[src/rtl/lcr_port_pkg.sv]
// lcr_port_pkg: register offsets, STATUS/CTRL bit indices and the shared TX/RX state type
package lcr_port_pkg;
    localparam logic [1:0] OFS_DATA   = 2'd0;
    localparam logic [1:0] OFS_STATUS = 2'd1;
    localparam logic [1:0] OFS_CTRL   = 2'd2;

    localparam int ST_RX_AVAIL    = 0;
    localparam int ST_TX_NOT_FULL = 1;
    localparam int ST_TX_IDLE     = 2;
    localparam int ST_RX_OVR      = 3;
    localparam int ST_FRAME_ERR   = 4;
    localparam int ST_TX_OVF      = 5;

    localparam int CT_RX_IE = 0;
    localparam int CT_TX_IE = 1;
    localparam int CT_CLR   = 7;

    typedef enum logic [1:0] {IDLE, START, DATA, STOP} uart_state_t;
endpackage

[src/rtl/lcr_uart_fifo.sv]
// lcr_uart_fifo: 8-bit show-ahead synchronous FIFO
// Ports: clock, reset_n (sync, active-low); push/din write side; pop/head read side
// (head is the oldest entry, valid whenever empty=0); full, empty status.
module lcr_uart_fifo #(
    parameter int DEPTH = 4
) (
    input  logic       clock,
    input  logic       reset_n,
    input  logic       push,
    input  logic       pop,
    input  logic [7:0] din,
    output logic [7:0] head,
    output logic       full,
    output logic       empty
);
    localparam int AW = $clog2(DEPTH);
    logic [7:0]  mem [DEPTH];
    logic [AW:0] wr_ptr, rd_ptr;
    logic        do_push, do_pop;
    assign empty   = wr_ptr == rd_ptr;
    assign full    = wr_ptr == {~rd_ptr[AW], rd_ptr[AW-1:0]};
    assign do_pop  = pop && !empty;
    // a pop on the same clock frees the slot, so a push into a full FIFO still lands
    assign do_push = push && (!full || do_pop);
    assign head    = mem[rd_ptr[AW-1:0]];
    always_ff @(posedge clock) begin
        if (!reset_n) begin
            wr_ptr <= '0;
            rd_ptr <= '0;
        end else begin
            if (do_push) wr_ptr <= wr_ptr + 1'b1;
            if (do_pop) rd_ptr <= rd_ptr + 1'b1;
        end
    end
    always_ff @(posedge clock)
        if (do_push) mem[wr_ptr[AW-1:0]] <= din;
endmodule

[src/rtl/lcr_port_uart.sv]
// lcr_port_uart: port-mapped 8N1 UART responder on the LCR580 I/O port bus
// Ports: clock, reset_n (sync, active-low); ce qualifies the CPU strobes port_we/port_rd
// at address with write data data_in; port_in is combinational read data; rxd/txd serial
// line; irq registered level interrupt request.
module lcr_port_uart
    import lcr_port_pkg::*;
#(
    parameter logic [7:0] BASE         = 8'h10,
    parameter int         CLKS_PER_BIT = 217,
    parameter int         FIFO_DEPTH   = 4
) (
    input  logic       clock,
    input  logic       reset_n,
    input  logic       ce,
    input  logic [7:0] address,
    input  logic [7:0] data_in,
    input  logic       port_we,
    input  logic       port_rd,
    output logic [7:0] port_in,
    input  logic       rxd,
    output logic       txd,
    output logic       irq
);
    localparam int            CW   = $clog2(CLKS_PER_BIT);
    localparam logic [CW-1:0] LAST = CW'(CLKS_PER_BIT - 1);
    localparam logic [CW-1:0] HALF = CW'(CLKS_PER_BIT / 2);

    logic [7:0] off, status, tx_head, rx_head, tx_sh, rx_sh;
    logic [1:0] sel, ctrl;
    logic       hit, wr_q, rd_q, clr;
    logic       tx_push, tx_pop, tx_full, tx_empty, tx_idle, tx_end;
    logic       rx_push, rx_pop, rx_full, rx_empty, rx_done;
    logic       rx_s1, rx_s2, rx_last, rx_ovr, frame_err, tx_ovf;
    logic [CW-1:0] tx_cnt, rx_cnt;
    logic [2:0]    tx_bit, rx_bit;
    uart_state_t   tx_state, rx_state;

    // offset arithmetic wraps, so the 3-port window works for any BASE
    assign off  = address - BASE;
    assign hit  = off < 8'd3;
    assign sel  = off[1:0];
    assign wr_q = ce && port_we && hit;
    assign rd_q = ce && port_rd && hit;
    assign clr  = wr_q && sel == OFS_CTRL && data_in[CT_CLR];

    lcr_uart_fifo #(.DEPTH(FIFO_DEPTH)) u_tx_fifo (
        .clock(clock), .reset_n(reset_n), .push(tx_push), .pop(tx_pop),
        .din(data_in), .head(tx_head), .full(tx_full), .empty(tx_empty)
    );
    lcr_uart_fifo #(.DEPTH(FIFO_DEPTH)) u_rx_fifo (
        .clock(clock), .reset_n(reset_n), .push(rx_push), .pop(rx_pop),
        .din(rx_sh), .head(rx_head), .full(rx_full), .empty(rx_empty)
    );

    assign tx_push = wr_q && sel == OFS_DATA;
    assign tx_end  = tx_cnt == LAST;
    // the shifter loads from IDLE, or straight out of a finished stop bit for back-to-back bytes
    assign tx_pop  = !tx_empty && (tx_state == IDLE || (tx_state == STOP && tx_end));
    assign tx_idle = tx_empty && tx_state == IDLE;

    always_ff @(posedge clock) begin
        if (!reset_n) begin
            tx_state <= IDLE;
            tx_cnt   <= '0;
            tx_bit   <= '0;
            tx_sh    <= '0;
            txd      <= 1'b1;
        end else if (tx_pop) begin
            tx_state <= START;
            tx_cnt   <= '0;
            tx_sh    <= tx_head;
            txd      <= 1'b0;
        end else if (tx_state != IDLE) begin
            tx_cnt <= tx_end ? '0 : tx_cnt + 1'b1;
            if (tx_end) begin
                case (tx_state)
                    START: begin
                        tx_state <= DATA;
                        tx_bit   <= '0;
                        txd      <= tx_sh[0];
                        tx_sh    <= tx_sh >> 1;
                    end
                    DATA: begin
                        if (tx_bit == 3'd7) begin
                            tx_state <= STOP;
                            txd      <= 1'b1;
                        end else begin
                            tx_bit <= tx_bit + 1'b1;
                            txd    <= tx_sh[0];
                            tx_sh  <= tx_sh >> 1;
                        end
                    end
                    default: begin
                        tx_state <= IDLE;
                        txd      <= 1'b1;
                    end
                endcase
            end
        end
    end

    assign rx_done = rx_state == STOP && rx_cnt == LAST;
    assign rx_push = rx_done && rx_s2;
    assign rx_pop  = rd_q && sel == OFS_DATA;

    // after a framing error IDLE needs a fresh 1->0 edge, which only appears once the line has gone high again
    always_ff @(posedge clock) begin
        if (!reset_n) begin
            rx_s1    <= 1'b1;
            rx_s2    <= 1'b1;
            rx_last  <= 1'b1;
            rx_state <= IDLE;
            rx_cnt   <= '0;
            rx_bit   <= '0;
            rx_sh    <= '0;
        end else begin
            rx_s1   <= rxd;
            rx_s2   <= rx_s1;
            rx_last <= rx_s2;
            rx_cnt  <= rx_cnt + 1'b1;
            case (rx_state)
                IDLE: begin
                    rx_cnt <= '0;
                    if (rx_last && !rx_s2) rx_state <= START;
                end
                START: if (rx_cnt == HALF) begin
                    rx_cnt   <= '0;
                    rx_bit   <= '0;
                    rx_state <= rx_s2 ? IDLE : DATA;
                end
                DATA: if (rx_cnt == LAST) begin
                    rx_cnt <= '0;
                    rx_sh  <= {rx_s2, rx_sh[7:1]};
                    rx_bit <= rx_bit + 1'b1;
                    if (rx_bit == 3'd7) rx_state <= STOP;
                end
                default: if (rx_done) begin
                    rx_cnt   <= '0;
                    rx_state <= IDLE;
                end
            endcase
        end
    end

    // a new error on the same clock as a clear keeps the flag set
    always_ff @(posedge clock) begin
        if (!reset_n) begin
            rx_ovr    <= 1'b0;
            frame_err <= 1'b0;
            tx_ovf    <= 1'b0;
            ctrl      <= '0;
            irq       <= 1'b0;
        end else begin
            rx_ovr    <= (rx_push && rx_full && !rx_pop) || (rx_ovr && !clr);
            frame_err <= (rx_done && !rx_s2) || (frame_err && !clr);
            tx_ovf    <= (tx_push && tx_full && !tx_pop) || (tx_ovf && !clr);
            if (wr_q && sel == OFS_CTRL) ctrl <= data_in[CT_TX_IE:CT_RX_IE];
            irq <= (ctrl[CT_RX_IE] && !rx_empty) || (ctrl[CT_TX_IE] && tx_idle);
        end
    end

    always_comb begin
        status                 = '0;
        status[ST_RX_AVAIL]    = !rx_empty;
        status[ST_TX_NOT_FULL] = !tx_full;
        status[ST_TX_IDLE]     = tx_idle;
        status[ST_RX_OVR]      = rx_ovr;
        status[ST_FRAME_ERR]   = frame_err;
        status[ST_TX_OVF]      = tx_ovf;
    end

    assign port_in = !hit               ? 8'hFF :
                     sel == OFS_DATA    ? (rx_empty ? 8'h00 : rx_head) :
                     sel == OFS_STATUS  ? status : {6'b0, ctrl};
endmodule

[config.mk]
export PLATFORM = sky130hd
export DESIGN_NAME = lcr_port_uart
export DESIGN_NICKNAME = d
export VERILOG_FILES = /design/src/rtl/lcr_port_pkg.sv /design/src/rtl/lcr_uart_fifo.sv /design/src/rtl/lcr_port_uart.sv
export SDC_FILE = /design/constraint.sdc
export NUM_CORES = 1
export LEC_CHECK = 0
export ABC_AREA = 1
export BUFFER_PORTS_ARGS = -buffer_cell sky130_fd_sc_hd__buf_2
export CELL_PAD_IN_SITES_DETAIL_PLACEMENT = 1
export CELL_PAD_IN_SITES_GLOBAL_PLACEMENT = 2
export CORE_UTILIZATION = 34
export CTS_CLUSTER_SIZE = 28
export DETAILED_ROUTE_END_ITERATION = 10
export PLACE_DENSITY = 0.86
export SLEW_MARGIN = 20
export SYNTH_ARGS = -nofsm -noshare
export SYNTH_HDL_FRONTEND = slang
export SYNTH_SLANG_ARGS = --single-unit
[constraint.sdc]
create_clock -name clock -period 2.05 [get_ports clock]
set_clock_uncertainty 0.05 [all_clocks]
set_input_delay 0.1025 -clock clock [delete_from_list [all_inputs] [get_ports clock]]
set_output_delay 0.1025 -clock clock [all_outputs]
set_load 0.03 [all_outputs]
==> summary.txt <==
Global routing
  • First-pass GRT wire length: 26200 um
  • Largest net degree at the start of global routing: 23
  • Number of global-route vias before repair: 5101
  • Initial antenna violation count: 0
  • Gr usage total: 19.0%
  • Gr ovfl total: 0

Power and ir drop
  • Max VDD drop: 0.700 mV
  • Int Pwr: 5.17 mW
  • P_sw: 2.64 mW
  • Sw Ratio: 33.8%
  • Clk pwr share: 38.6%
  • Part of the power in registers: 39.1%
  • Pwr Density: 1070 mW/mm2
  • Leak Pwr: 3.01 nW
  • Final Total Pwr: 7.80 mW
  • Power share of the combinational group: 22.2%

Route
  • Wirelength per Cell: 16.2 um
  • First-pass DRT Iterations: 4
  • Routed Antenna Nets: 0
  • Routed WL: 16100 um
  • Vias: 4842
  • # DRC: 0
  • Vias per cell: 4.88
  • DR iter-0 viols: 225

Finish
  • Share of layout cells above drive strength 1: 17.2%
  • Ant. Diodes: 0
  • Post-Layout Cell Count: 992
  • Nets: 798
  • Final Util: 42.2%
  • Synth-to-Final Area Change: 21.5%
  • Fill count: 2041

Floorplanning
  • Die W: 135 um
  • Die height: 135 um
  • Rows: 48
  • DIE AREA: 0.0182 mm2
  • Initial core utilization: 34.7%
  • Total core area: 0.0173 mm2
  • Io pins: 32

Yosys
  • Average cell area after synthesis: 8.78 um2
  • Post-synthesis sequential element count: 132
  • Top_reg_cell synth: dfxtp_1
  • Mapped cell area: 0.00600 mm2
  • Synth Net Count: 728
  • Post-synth EDFFs: 64
  • Top cells by count, synth: 125 x nor2_1, 123 x nand2_1, 68 x dfxtp_1, 64 x edfxtp_1, 63 x inv_1
  • Dominant cells by area after synthesis: edfxtp_1 32%, dfxtp_1 23%, nor2_1 7.8%
  • Async set-or-reset flop fraction in the synthesized netlist: 0%
  • Synth top area share: 32.0%
  • Area leader, netlist: edfxtp_1
  • Syn. warnings: 0
  • Most frequent cell after synthesis: nor2_1
  • Sequential share of the synthesized area: 54.7%
  • Mapped Cells: 684
  • Library cells used by synthesis: 36

Timing
  • Final Max Slew Viols: 0
  • Min Tclk post-route: 1.98 ns
  • Max_slew headroom: 70.7%
  • Worst-Margin Slew: 0.438 ns
  • Fin crit share: 96.5%
  • Maximum clock rate: 505 MHz
  • Final setup fails: 0
  • Final hold vios: 0

Setup path
  • Max incr delay on CP: 0.34 ns
  • Crit-path slowest cell: dfxtp_1
  • CP delay by family, top: buffers and inverters
  • CP Data Arrival Time: 1.83 ns
  • WS Path Type: flop to primary output
  • Required @ worst endpoint: 1.90 ns
  • Worst Setup Start Kind: flop
  • CP bufs+invs: 3
  • Crit-path cells: clkinvlp_4 > buf_4 > nand2_1 > a32o_1 > o21ai_1 > buf_2
  • Critical path peak fanout: 12
  • CP Capture Type: primary output

Min path
  • HP Class: input port to flop

Placed design
  • Dpl cells: 943
  • Port Buffers: 31
  • Placer Congestion: 0.867
  • DP HPWL: 11700 um

Clocking
  • CTS tree: built
  • Worst skew pair latency: 0.43 ns
  • Worst-path clk slew: 0.07 ns
  • Largest buffer count on any clock path: 2
  • CTS root buf: clkbuf_16
  • Num CTS Buffers: 17
  • H-tree depth: 4
  • Clk sinks: 132

Run
  • Reported max-cap violation count: 0

Run status
  • Run status: completed
registers in the layout (all words and copies together) (netlist names), 2 cells and up, named ones only:
| signal | flops |
|---|---|
| rx_sh | 8 |
| tx_sh | 8 |
| u_tx_fifo.mem | 32 |
| u_tx_fifo.wr_ptr | 3 |
| tx_cnt | 8 |
| u_rx_fifo.wr_ptr | 3 |
| rx_state | 2 |
| u_tx_fifo.rd_ptr | 3 |
| tx_bit | 3 |
| rx_bit | 3 |
| tx_state | 2 |
| ctrl | 2 |
| rx_cnt | 8 |
| u_rx_fifo.mem | 32 |
| u_rx_fifo.rd_ptr | 3 |
routing by layer:
metal,share of wire [%],vias to the layer above,track usage [%]
li1,-,2398,-
met1,44,2356,22.7
met2,51,66,33.5
met3,2.6,22,3.60
met4,2.0,0,7.49
met5,0,-,0
cell type report:
| type | count | area, um2 | share of cell area, % |
|---|---|---|---|
| clock buffer | 17 | 425 | 5.83 |
| inverter | 70 | 267 | 3.65 |
| clock inverter | 15 | 156 | 2.14 |
| multi-input combinational | 466 | 2420 | 33.2 |
| sequential | 132 | 3290 | 45.1 |
| tap | 225 | 282 | 3.86 |
| timing repair buffer | 67 | 450 | 6.17 |
worst reg2reg max path: stages, from the launching register on:
cell and delay, ns:
dfxtp_1 0.33, inv_1 0.06, ha_1 0.16, nand2_1 0.05, nor2_1 0.16, nand4_1 0.17, nor2_2 0.21, nand2_4 0.10
nor2_1 0.13, buf_4 0.19
power by group through the flow:
| stage | logic, mW | registers, mW | clock network [mW] |
|---|---|---|---|
| 2_1_floorplan | 1.28 | 3.07 | 0 |
| 3_3_place_gp | 1.57 | 3.10 | 0 |
| 3_5_place_dp | 1.63 | 3.11 | 0 |
| 4_1_cts | 1.68 | 3.05 | 3.08 |
| 5_1_grt | 1.99 | 3.08 | 3.19 |
| 6_report | 1.73 | 3.05 | 3.01 |
path summary, 6_finish.rpt:
path,startpoint,to,slack [ns],depth (start not counted)
worst max-delay path,flop,port_in[7],0.07,6
worst min-delay path,port_we,ctrl[0],0.03,3
worst max register to register,rx_cnt[0],u_rx_fifo.mem[0][3],0.13,9
worst min register to register,rx_s1,rx_s2,0.37,1
kinds of logic (layout without fill, tap and decap cells):
logic type,Yosys count,count (layout),synth area share [%]
compound gates,93,93,8.11
flops,132,132,54.7
buf+inv,86,169,5.96
simple gates,334,334,24.2
fa+ha+maj,22,22,4.59
xor+xnor,17,17,2.48
metrics by stage:
stage | worst slack, ns | cell area (um2) | hold slack (ns) | setup TNS, ns
final | 0.0707 | 7300 | 0.0329 | 0
after global routing | -0.00246 | 7300 | 0.0648 | -0.00246
after CTS | 0.0165 | 7210 | 0.0150 | 0
after detailed placement | 0.0322 | 6490 | 0.250 | 0
after global placement | 0.154 | 6490 | 0.250 | 0
after floorplan | 0.0528 | 6000 | 0.151 | 0
placed cells by master, fill, tap and decap left out, types with 17 or more instances in the layout:
cell,Yosys,final
nand2_1,123,122
nor2_1,125,122
dfxtp_1,68,62
nand3_1,53,50
ha_1,22,22
buf_4,1,28
buf_2,6,30
clkbuf_16,0,17
edfxtp_1,64,64
o21ai_0,48,43
a21oi_1,33,33
inv_1,63,62
timing repair:
item	in CTS	in global routing
setup endpoints to repair	23	76
pin swaps	1	5
hold buffers	9	0
resized for setup	10	16
setup buffers	3	5
hold endpoints to repair	33	0
No activity file was read; power rests on OpenSTA's default activity.
